File: src/rtl/vga_text_console.sv
// Character-stream console engine: turns an ASCII byte stream into byte writes on the
// text video RAM, with CR/LF/BS/FF handling and hardware scroll/clear over the bus.
module vga_text_console #(
    parameter logic [31:0] BASE_ADDR = 32'h0000_0000,
    parameter int          COLS      = 86,
    parameter int          ROWS      = 32
) (
    input  logic        clk,
    input  logic        rstn,
    input  logic        i_valid,
    input  logic [7:0]  i_char,
    output logic        i_ready,
    output logic        o_busy,
    output logic [4:0]  o_cur_row,
    output logic [6:0]  o_cur_col,
    output logic        o_rd_req,
    output logic [31:0] o_rd_addr,
    input  logic        i_rd_gnt,
    input  logic [31:0] i_rd_data,
    output logic        o_wr_req,
    output logic [31:0] o_wr_addr,
    output logic [31:0] o_wr_data,
    output logic [3:0]  o_wr_be,
    input  logic        i_wr_gnt
);

    localparam logic [2:0] S_CLEAR   = 3'd0;
    localparam logic [2:0] S_IDLE    = 3'd1;
    localparam logic [2:0] S_PUT     = 3'd2;
    localparam logic [2:0] S_SC_RD   = 3'd3;
    localparam logic [2:0] S_SC_DAT  = 3'd4;
    localparam logic [2:0] S_SC_WR   = 3'd5;
    localparam logic [2:0] S_SC_FILL = 3'd6;

    localparam logic [11:0] LAST_IDX = 12'(COLS * ROWS - 1);
    localparam logic [11:0] FILL_IDX = 12'(COLS * (ROWS - 1));
    localparam logic [11:0] COLS_W   = 12'(COLS);
    localparam logic [6:0]  LAST_COL = 7'(COLS - 1);
    localparam logic [4:0]  LAST_ROW = 5'(ROWS - 1);

    logic [2:0]  r_state;
    logic [4:0]  r_row;
    logic [6:0]  r_col;
    logic [11:0] r_ptr;
    logic [7:0]  r_byte;
    logic        r_noAdv;
    logic        r_run;

    logic [11:0] w_curIdx;
    logic [11:0] w_wrIdx;
    logic [7:0]  w_wrByte;
    logic [7:0]  w_rdByte;
    logic        w_wrReq;
    logic        w_rdReq;
    logic        w_wrDone;
    logic        w_rdDone;

    assign w_curIdx = 12'(r_row * COLS + r_col);
    assign w_rdByte = i_rd_data[{r_ptr[1:0], 3'b000} +: 8];

    // r_run holds the first CLEAR request off until the first clock after reset release
    always_comb begin
        w_wrReq  = 1'b0;
        w_rdReq  = 1'b0;
        w_wrIdx  = r_ptr;
        w_wrByte = 8'h20;
        case (r_state)
            S_CLEAR, S_SC_FILL: w_wrReq = r_run;
            S_PUT: begin
                w_wrReq  = 1'b1;
                w_wrIdx  = w_curIdx;
                w_wrByte = r_byte;
            end
            S_SC_WR: begin
                w_wrReq  = 1'b1;
                w_wrIdx  = r_ptr - COLS_W;
                w_wrByte = r_byte;
            end
            S_SC_RD: w_rdReq = 1'b1;
            default: ;
        endcase
    end

    assign w_wrDone  = w_wrReq & i_wr_gnt;
    assign w_rdDone  = w_rdReq & i_rd_gnt;

    assign o_wr_req  = w_wrReq;
    assign o_wr_addr = BASE_ADDR + {20'd0, w_wrIdx};
    assign o_wr_data = w_wrReq ? {4{w_wrByte}} : 32'd0;
    assign o_wr_be   = w_wrReq ? (4'b0001 << w_wrIdx[1:0]) : 4'b0000;
    assign o_rd_req  = w_rdReq;
    assign o_rd_addr = BASE_ADDR + {20'd0, r_ptr[11:2], 2'b00};

    assign i_ready   = (r_state == S_IDLE);
    assign o_busy    = (r_state != S_IDLE);
    assign o_cur_row = r_row;
    assign o_cur_col = r_col;

    always_ff @(posedge clk or negedge rstn) begin
        if (!rstn) begin
            r_state <= S_CLEAR;
            r_row   <= 5'd0;
            r_col   <= 7'd0;
            r_ptr   <= 12'd0;
            r_byte  <= 8'd0;
            r_noAdv <= 1'b0;
            r_run   <= 1'b0;
        end else begin
            r_run <= 1'b1;
            case (r_state)
                S_CLEAR: begin
                    if (w_wrDone) begin
                        if (r_ptr == LAST_IDX) begin
                            r_ptr   <= 12'd0;
                            r_row   <= 5'd0;
                            r_col   <= 7'd0;
                            r_state <= S_IDLE;
                        end else begin
                            r_ptr <= r_ptr + 12'd1;
                        end
                    end
                end
                S_IDLE: begin
                    if (i_valid) begin
                        if (i_char >= 8'h20 && i_char <= 8'h7E) begin
                            r_byte  <= i_char;
                            r_noAdv <= 1'b0;
                            r_state <= S_PUT;
                        end else if (i_char == 8'h0A) begin
                            r_col <= 7'd0;
                            if (r_row != LAST_ROW) begin
                                r_row <= r_row + 5'd1;
                            end else begin
                                r_ptr   <= COLS_W;
                                r_state <= S_SC_RD;
                            end
                        end else if (i_char == 8'h0D) begin
                            r_col <= 7'd0;
                        end else if (i_char == 8'h08) begin
                            if (r_col != 7'd0) begin
                                r_col   <= r_col - 7'd1;
                                r_byte  <= 8'h20;
                                r_noAdv <= 1'b1;
                                r_state <= S_PUT;
                            end
                        end else if (i_char == 8'h0C) begin
                            r_ptr   <= 12'd0;
                            r_state <= S_CLEAR;
                        end
                    end
                end
                S_PUT: begin
                    if (w_wrDone) begin
                        if (r_noAdv) begin
                            r_state <= S_IDLE;
                        end else if (r_col == LAST_COL) begin
                            r_col <= 7'd0;
                            if (r_row != LAST_ROW) begin
                                r_row   <= r_row + 5'd1;
                                r_state <= S_IDLE;
                            end else begin
                                r_ptr   <= COLS_W;
                                r_state <= S_SC_RD;
                            end
                        end else begin
                            r_col   <= r_col + 7'd1;
                            r_state <= S_IDLE;
                        end
                    end
                end
                // Read data is only valid in the cycle right after a granted read
                S_SC_RD: begin
                    if (w_rdDone) r_state <= S_SC_DAT;
                end
                S_SC_DAT: begin
                    r_byte  <= w_rdByte;
                    r_state <= S_SC_WR;
                end
                S_SC_WR: begin
                    if (w_wrDone) begin
                        if (r_ptr == LAST_IDX) begin
                            r_ptr   <= FILL_IDX;
                            r_state <= S_SC_FILL;
                        end else begin
                            r_ptr   <= r_ptr + 12'd1;
                            r_state <= S_SC_RD;
                        end
                    end
                end
                S_SC_FILL: begin
                    if (w_wrDone) begin
                        if (r_ptr == LAST_IDX) begin
                            r_ptr   <= 12'd0;
                            r_state <= S_IDLE;
                        end else begin
                            r_ptr <= r_ptr + 12'd1;
                        end
                    end
                end
                default: r_state <= S_CLEAR;
            endcase
        end
    end

endmodule

File: config.mk
export PLATFORM = sky130hd
export DESIGN_NAME = vga_text_console
export DESIGN_NICKNAME = d
export VERILOG_FILES = /design/src/rtl/vga_text_console.sv
export SDC_FILE = /design/constraint.sdc
export NUM_CORES = 1
export LEC_CHECK = 0
export BUFFER_PORTS_ARGS = -buffer_cell sky130_fd_sc_hd__clkbuf_2
export CAP_MARGIN = 20
export CORE_ASPECT_RATIO = 1.4
export CORE_MARGIN = 5
export CORE_UTILIZATION = 50
export DETAILED_ROUTE_END_ITERATION = 10
export PLACE_DENSITY = 0.79
export SYNTH_ARGS = -nofsm -noshare
export SYNTH_HDL_FRONTEND = slang
export SYNTH_SLANG_ARGS = --single-unit
File: constraint.sdc
create_clock -name clk -period 4.2 [get_ports clk]
set_clock_uncertainty 0.05 [all_clocks]
set_input_delay 0.84 -clock clk [delete_from_list [all_inputs] [get_ports clk]]
set_output_delay 0.84 -clock clk [all_outputs]
set_load 0.05 [all_outputs]
## After elaboration in Yosys (flattened, before gate mapping)

Cells that the tools add are included.

| operators by class | value |
|---|---|
| add/sub/neg operators | 6 |
| $mul | 1 |
| div/mod/pow operators | 0 |
| $lt $le $gt $ge | 2 |
| eq/ne operators | 41 |
| shift operators | 2 |
| mux-type cells | 73 |
| bitwise logic cells | 2 |
| reduce and logical (&&, ||, !) cells | 16 |

Operators with widths:

| cell | count |
|---|---|
| $mux W12 | 14 |
| $mux W7 | 11 |
| $mux W8 | 7 |
| $mux W3 | 16 |
| $pmux W12 S4 | 1 |
| $mux W5 | 9 |
| $eq A8 B4 Y1 const B | 4 |
| $mux W32 | 1 |
| $shiftx A32 B6 Y8 | 1 |
| $pmux W12 S2 | 1 |
| $ne A2 B2 Y1 const B | 11 |
| $pmux W7 S3 | 1 |
| $pmux W3 S6 | 1 |
| $reduce_and A9 Y1 | 2 |
| $pmux W8 S2 | 1 |
| $pmux W5 S3 | 1 |
| $add A12 B1 Y12 const B | 1 |
| $add A12 B7 Y12 | 1 |
| $eq A12 B12 Y1 const B | 1 |
| $ne A3 B1 Y1 const B | 4 |
| $ne A3 B3 Y1 const B | 4 |
| $reduce_and A6 Y1 | 2 |
| $sub A12 B7 Y12 const B | 1 |
| $mul A5 B6 Y11 const B | 1 |
| other kinds (30) | 46 |

| storage, ports and cells | value |
|---|---|
| bits in registers | 37 |
| bits in latches | 0 |
| memory bits (writable) | 0 |
| memory bits (read-only) | 0 |
| bits of input ports | 45 |
| output and inout bits | 116 |
| memories kept | 0 |

## Longest topological paths before layout

| logic depth | value |
|---|---|
| depth in word-level cells | 8 |
| mapped depth | 12 |

## Least setup slack after synthesis

OpenSTA, ideal clock, no wires.

| timing | value |
|---|---|
| path kind | register to output |
| start | register r_row[3], in the netlist o_cur_row[3] |
| end | output port o_wr_addr[11] |
| arrival time | 4416 ps |
| data required time | 3310 ps |
| path slack | -1106 ps |
| stages on the path, launching flop included | 12 |
| path buffers | 0 |
| cell sequence | dfrtp_1 > ha_1 > fa_1 > ha_1 > xor2_1 > ha_1 > o21a_1 > o31a_1 > o21ai_0 > a2111oi_0 > a21oi_1 > o31ai_1 |

| between the ends | value |
|---|---|
| longest elaborated chain between the ends | 3 |

Ends and longest elaborated chain:

| item | RTL line | text |
|---|---|---|
| start, declared | 42 | `logic [4:0] r_row;` |
| start signal, assigned | 132 | `r_row <= r_row + 5'd1;` |
| start signal, assigned | 159 | `r_row <= r_row + 5'd1;` |
| $mul A5 B6 Y11 | 58 | `assign w_curIdx = 12'(r_row * COLS + r_col);` |
| $add A12 B7 Y12 | 58 |  |
| $pmux W12 S2 | 67 | `case (r_state)` |
| end, declared | 21 | `output logic [31:0] o_wr_addr,` |

Every way passes these cells.

## Final worst setup path

| timing | value |
|---|---|
| start | register r_row[3], in the netlist o_cur_row[3] |
| end | output port o_wr_addr[8] |

The elaborated chain is that of the path after synthesis.

==> results by group <==
Critical path
  – Worst Path Required: 3.31 ns
  – Startpoint class of the critical path: flop
  – Reg2reg end: o_cur_row[3]
  – Worst R2R Start: r_ptr[1]
  – CP arrival: 3.58 ns
  – Crit Path Class: reg -> out
  – Setup slack, reg-to-reg: 1.18 ns
  – Worst r2r path cells: 7
  – Critical-path maximum fanout: 4
  – Setup crit end kind: output pin

Routing
  – Initial DRC count: 357
  – 1st-pass router iterations: 5
  – Drt wl/cell: 17.8 um
  – Routed vias/inst: 6.01
  – Final ANT Viol Nets: 0
  – DR vias: 4840
  – Residual DRC count: 0
  – WL final: 14400 um

Cells and area
  – Leading cell type in the layout, fill and taps excluded: clkbuf_2
  – Layout fillers: 800
  – Layout cells sized above 1: 0.311
  – Commonest non-fill, non-tap cells in the layout: clkbuf_2 (111), nand2_1 (57), nor2_1 (45)
  – Antenna cells: 0
  – Layout area overhead: 18.3%
  – Final Cell Area: between 5000 and 6000 um^2
  – Nets@finish: slightly below 800

Pwr
  – Sw frac: 0.582
  – Leak: 2.66 nW
  – Clock power share: 0.093
  – P_int: 1.77 mW
  – Pwr dens: ~750 nW/um^2
  – Worst VDD drop: ~0.00042 V
  – Sw Pwr: around 2.5 mW
  – Comb power frac: 0.748
  – Reg power frac: 0.158
  – Power Total: roughly 4.2 mW

Floorplanning
  – Core ar.: between 9000 and 10000 um^2
  – Vert. Die Dim: 126 um
  – # rows: 42
  – Initial core utilization: 0.510
  – I/O pin count: 161
  – Die ar.: 11700 um^2
  – Die X: 92.8 um

Timing
  – RSZ-0062 raised after global routing: true
  – Fmax: 224 MHz
  – Worst-margin pin slew: just over 0.7 ns
  – Fin. max-slew vios: 0
  – # setup viols final: 5
  – Slew HR: 0.511
  – Minimum clock period: 4.47 ns
  – Final WS setup: -0.272 ns
  – Final Cycle Share: 1.06
  – Setup TNS: -1.05 ns
  – Hold Fails Final Rpt: 0

Logic synthesis
  – Post-synthesis register bit count: 37
  – Area leader, netlist: dfrtp_1
  – Synth Flop Type: dfrtp_1
  – Gate Count Post-Synth: about 610
  – EDFF count, synth: 0
  – Post-synthesis sequential area ratio: 0.193
  – Dominant cells by area after synthesis: dfrtp_1 (19%), buf_4 (12%), ha_1 (7.6%)
  – Avg Inst Size Synth: 7.94 um^2
  – Fraction of registers with async set/reset: 1.00
  – Post-Syn Area: between 4000 and 5000 um^2
  – Synth warnings: 0
  – Share of the synthesized area in the top cell type: 0.193
  – Synth cell types: 76

Place
  – DP Worst Slack: -0.0937 ns
  – Placer Congestion: 0.931
  – Placed inst area: 5280 um^2
  – DPL Wire Length: between 10000 and 15000 um
  – Input/output buffers: roughly 120

GRT
  – GR Overflow Total: 0
  – First-pass GRT wire length: 22900 um
  – Gr usage total: 0.237
  – Number of global-route vias before repair: ~4.7k
  – Largest net degree at the start of global routing: 38
  – Antenna violations before repair: 0

Min path
  – Hold Crit Class: in -> async

Clock tree
  – Post-CTS Hold Buffers: 0
  – Clock Sink Count: 37
  – Clk Latency, worst-skew pair: 0.29 ns
  – Clk slew on worst S/H paths: 0.06 ns
  – CTS HTree Levels: 2
  – Num CTS Buffers: 5
  – Root Buffer Master: clkbuf_16
  – CTS tree: yes
  – Max Root-Sink Buffers: 2

Run status
  – Status: complete, but fails checks
  – Failing checks: negative setup slack

Run
  – Maxcap violations: 0
-- final cells by class --
type	instances	area [um^2]	share of cell area
clock buffer	6	139	0.0245
clock inverter	2	13.8	0.00242
inverter	33	124	0.0218
multi-input combinational	473	3460	0.609
sequential	37	933	0.164
tap	110	138	0.0242
timing repair buffer	144	875	0.154
-- cell families (layout without fill, tap and decap cells) --
| kind of cell | Yosys count | after routing | synth area share |
|---|---|---|---|
| AND/OR/NAND/NOR | 196 | 196 | 0.211 |
| multiplexers | 23 | 23 | 0.0717 |
| other | 2 | 43 | 0.00156 |
| XOR/XNOR | 15 | 15 | 0.0274 |
| flip-flops | 37 | 37 | 0.193 |
| buffers and inverters | 136 | 185 | 0.169 |
| adder cells (fa/ha/maj) | 35 | 35 | 0.0985 |
| AO/OA/AOI/OAI | 161 | 161 | 0.228 |
-- what timing repair did --
item | 4_1_cts | 5_1_grt
resized for setup | 27 | 13
pin swaps | 16 | 7
hold endpoints to repair | 0 | 0
endpoints found under the setup margin | 6 | 7
setup buffers | 4 | 3
-- Yosys cell counts (all sizes together), types with 3 or more instances --
cell type  instances
fa                 5
or3                5
a41o               3
ha                29
nand3             13
nand2b            12
o41ai              4
a21o               7
xor2               7
nor2              46
o211ai             5
mux4               8
mux2              11
nor4b              5
o21ai             37
o31a               4
o22ai              5
mux2i              4
xnor2              8
o31ai             10
dfrtp             37
o22a               3
a21oi             27
or2                3
and3               4
buf               89
nor4               3
nor2b              4
nor3              11
and2              10
o221ai             5
a211oi             5
inv               32
a211o              3
nand2             58
a22oi              7
nand4              3
clkbuf            14
and4               4
a31oi              9
o21a               5
-- metrics by stage --
stage                util  instances  hold WS [ns]
floorplan               -        646         0.410
global placement    0.561        790         0.425
detailed placement  0.561        790         0.439
CTS                 0.596        802         0.452
global route        0.604        805         0.334
finish              0.604        805         0.318
-- metal layers --
metal	vias up	GRT usage	part of all wire
met5	-	0	0
met4	0	0.112	0.033
met3	44	0.0352	0.078
met2	258	0.428	0.52
met1	2285	0.270	0.37
li1	2253	-	-
-- power by group through the flow --
stage / logic [mW] / clock network [mW] / registers (mW)
after global placement: 2.85 / 0 / 0.653
after floorplan: 2.25 / 0 / 0.701
after global routing: 3.40 / 0.412 / 0.690
final: 3.17 / 0.395 / 0.670
after detailed placement: 2.90 / 0 / 0.663
after CTS: 3.06 / 0.399 / 0.658
-- how the worst max path moves through the flow --
| stage | startpoint | endpoint | slack (ns) | depth (start not counted) |
|---|---|---|---|---|
| 2_1_floorplan | o_cur_row[4] | o_wr_addr[11] | -0.20 | 12 |
| 3_3_place_gp | o_cur_row[3] | o_wr_addr[11] | 0.03 | 11 |
| 3_5_place_dp | o_cur_row[4] | o_wr_addr[11] | -0.09 | 13 |
| 4_1_cts | o_cur_row[3] | o_wr_addr[8] | -0.20 | 13 |
| 5_1_grt | o_cur_row[3] | o_wr_addr[8] | -0.37 | 13 |
| 6_report | o_cur_row[3] | o_wr_addr[8] | -0.27 | 13 |
-- critical path, cell delays in order, from the launching register on --
cell and delay, ns:
dfrtp_4 0.51, ha_4 0.28, fa_2 0.46, ha_4 0.31
a31oi_4 0.10, xor2_1 0.18, ha_2 0.34, nor2_1 0.06
nor2_2 0.15, o41ai_4 0.11, nor2_1 0.15, xor2_1 0.30
o221ai_4 0.16, buf_12 0.18
-- registers in the layout, summed over array words and instances, names as in the netlist --
signal     count
r_state        3
r_byte         8
o_cur_col      7
r_ptr         12
o_cur_row      5
r_noAdv        1
r_run          1
No activity file was read; power rests on OpenSTA's default activity.
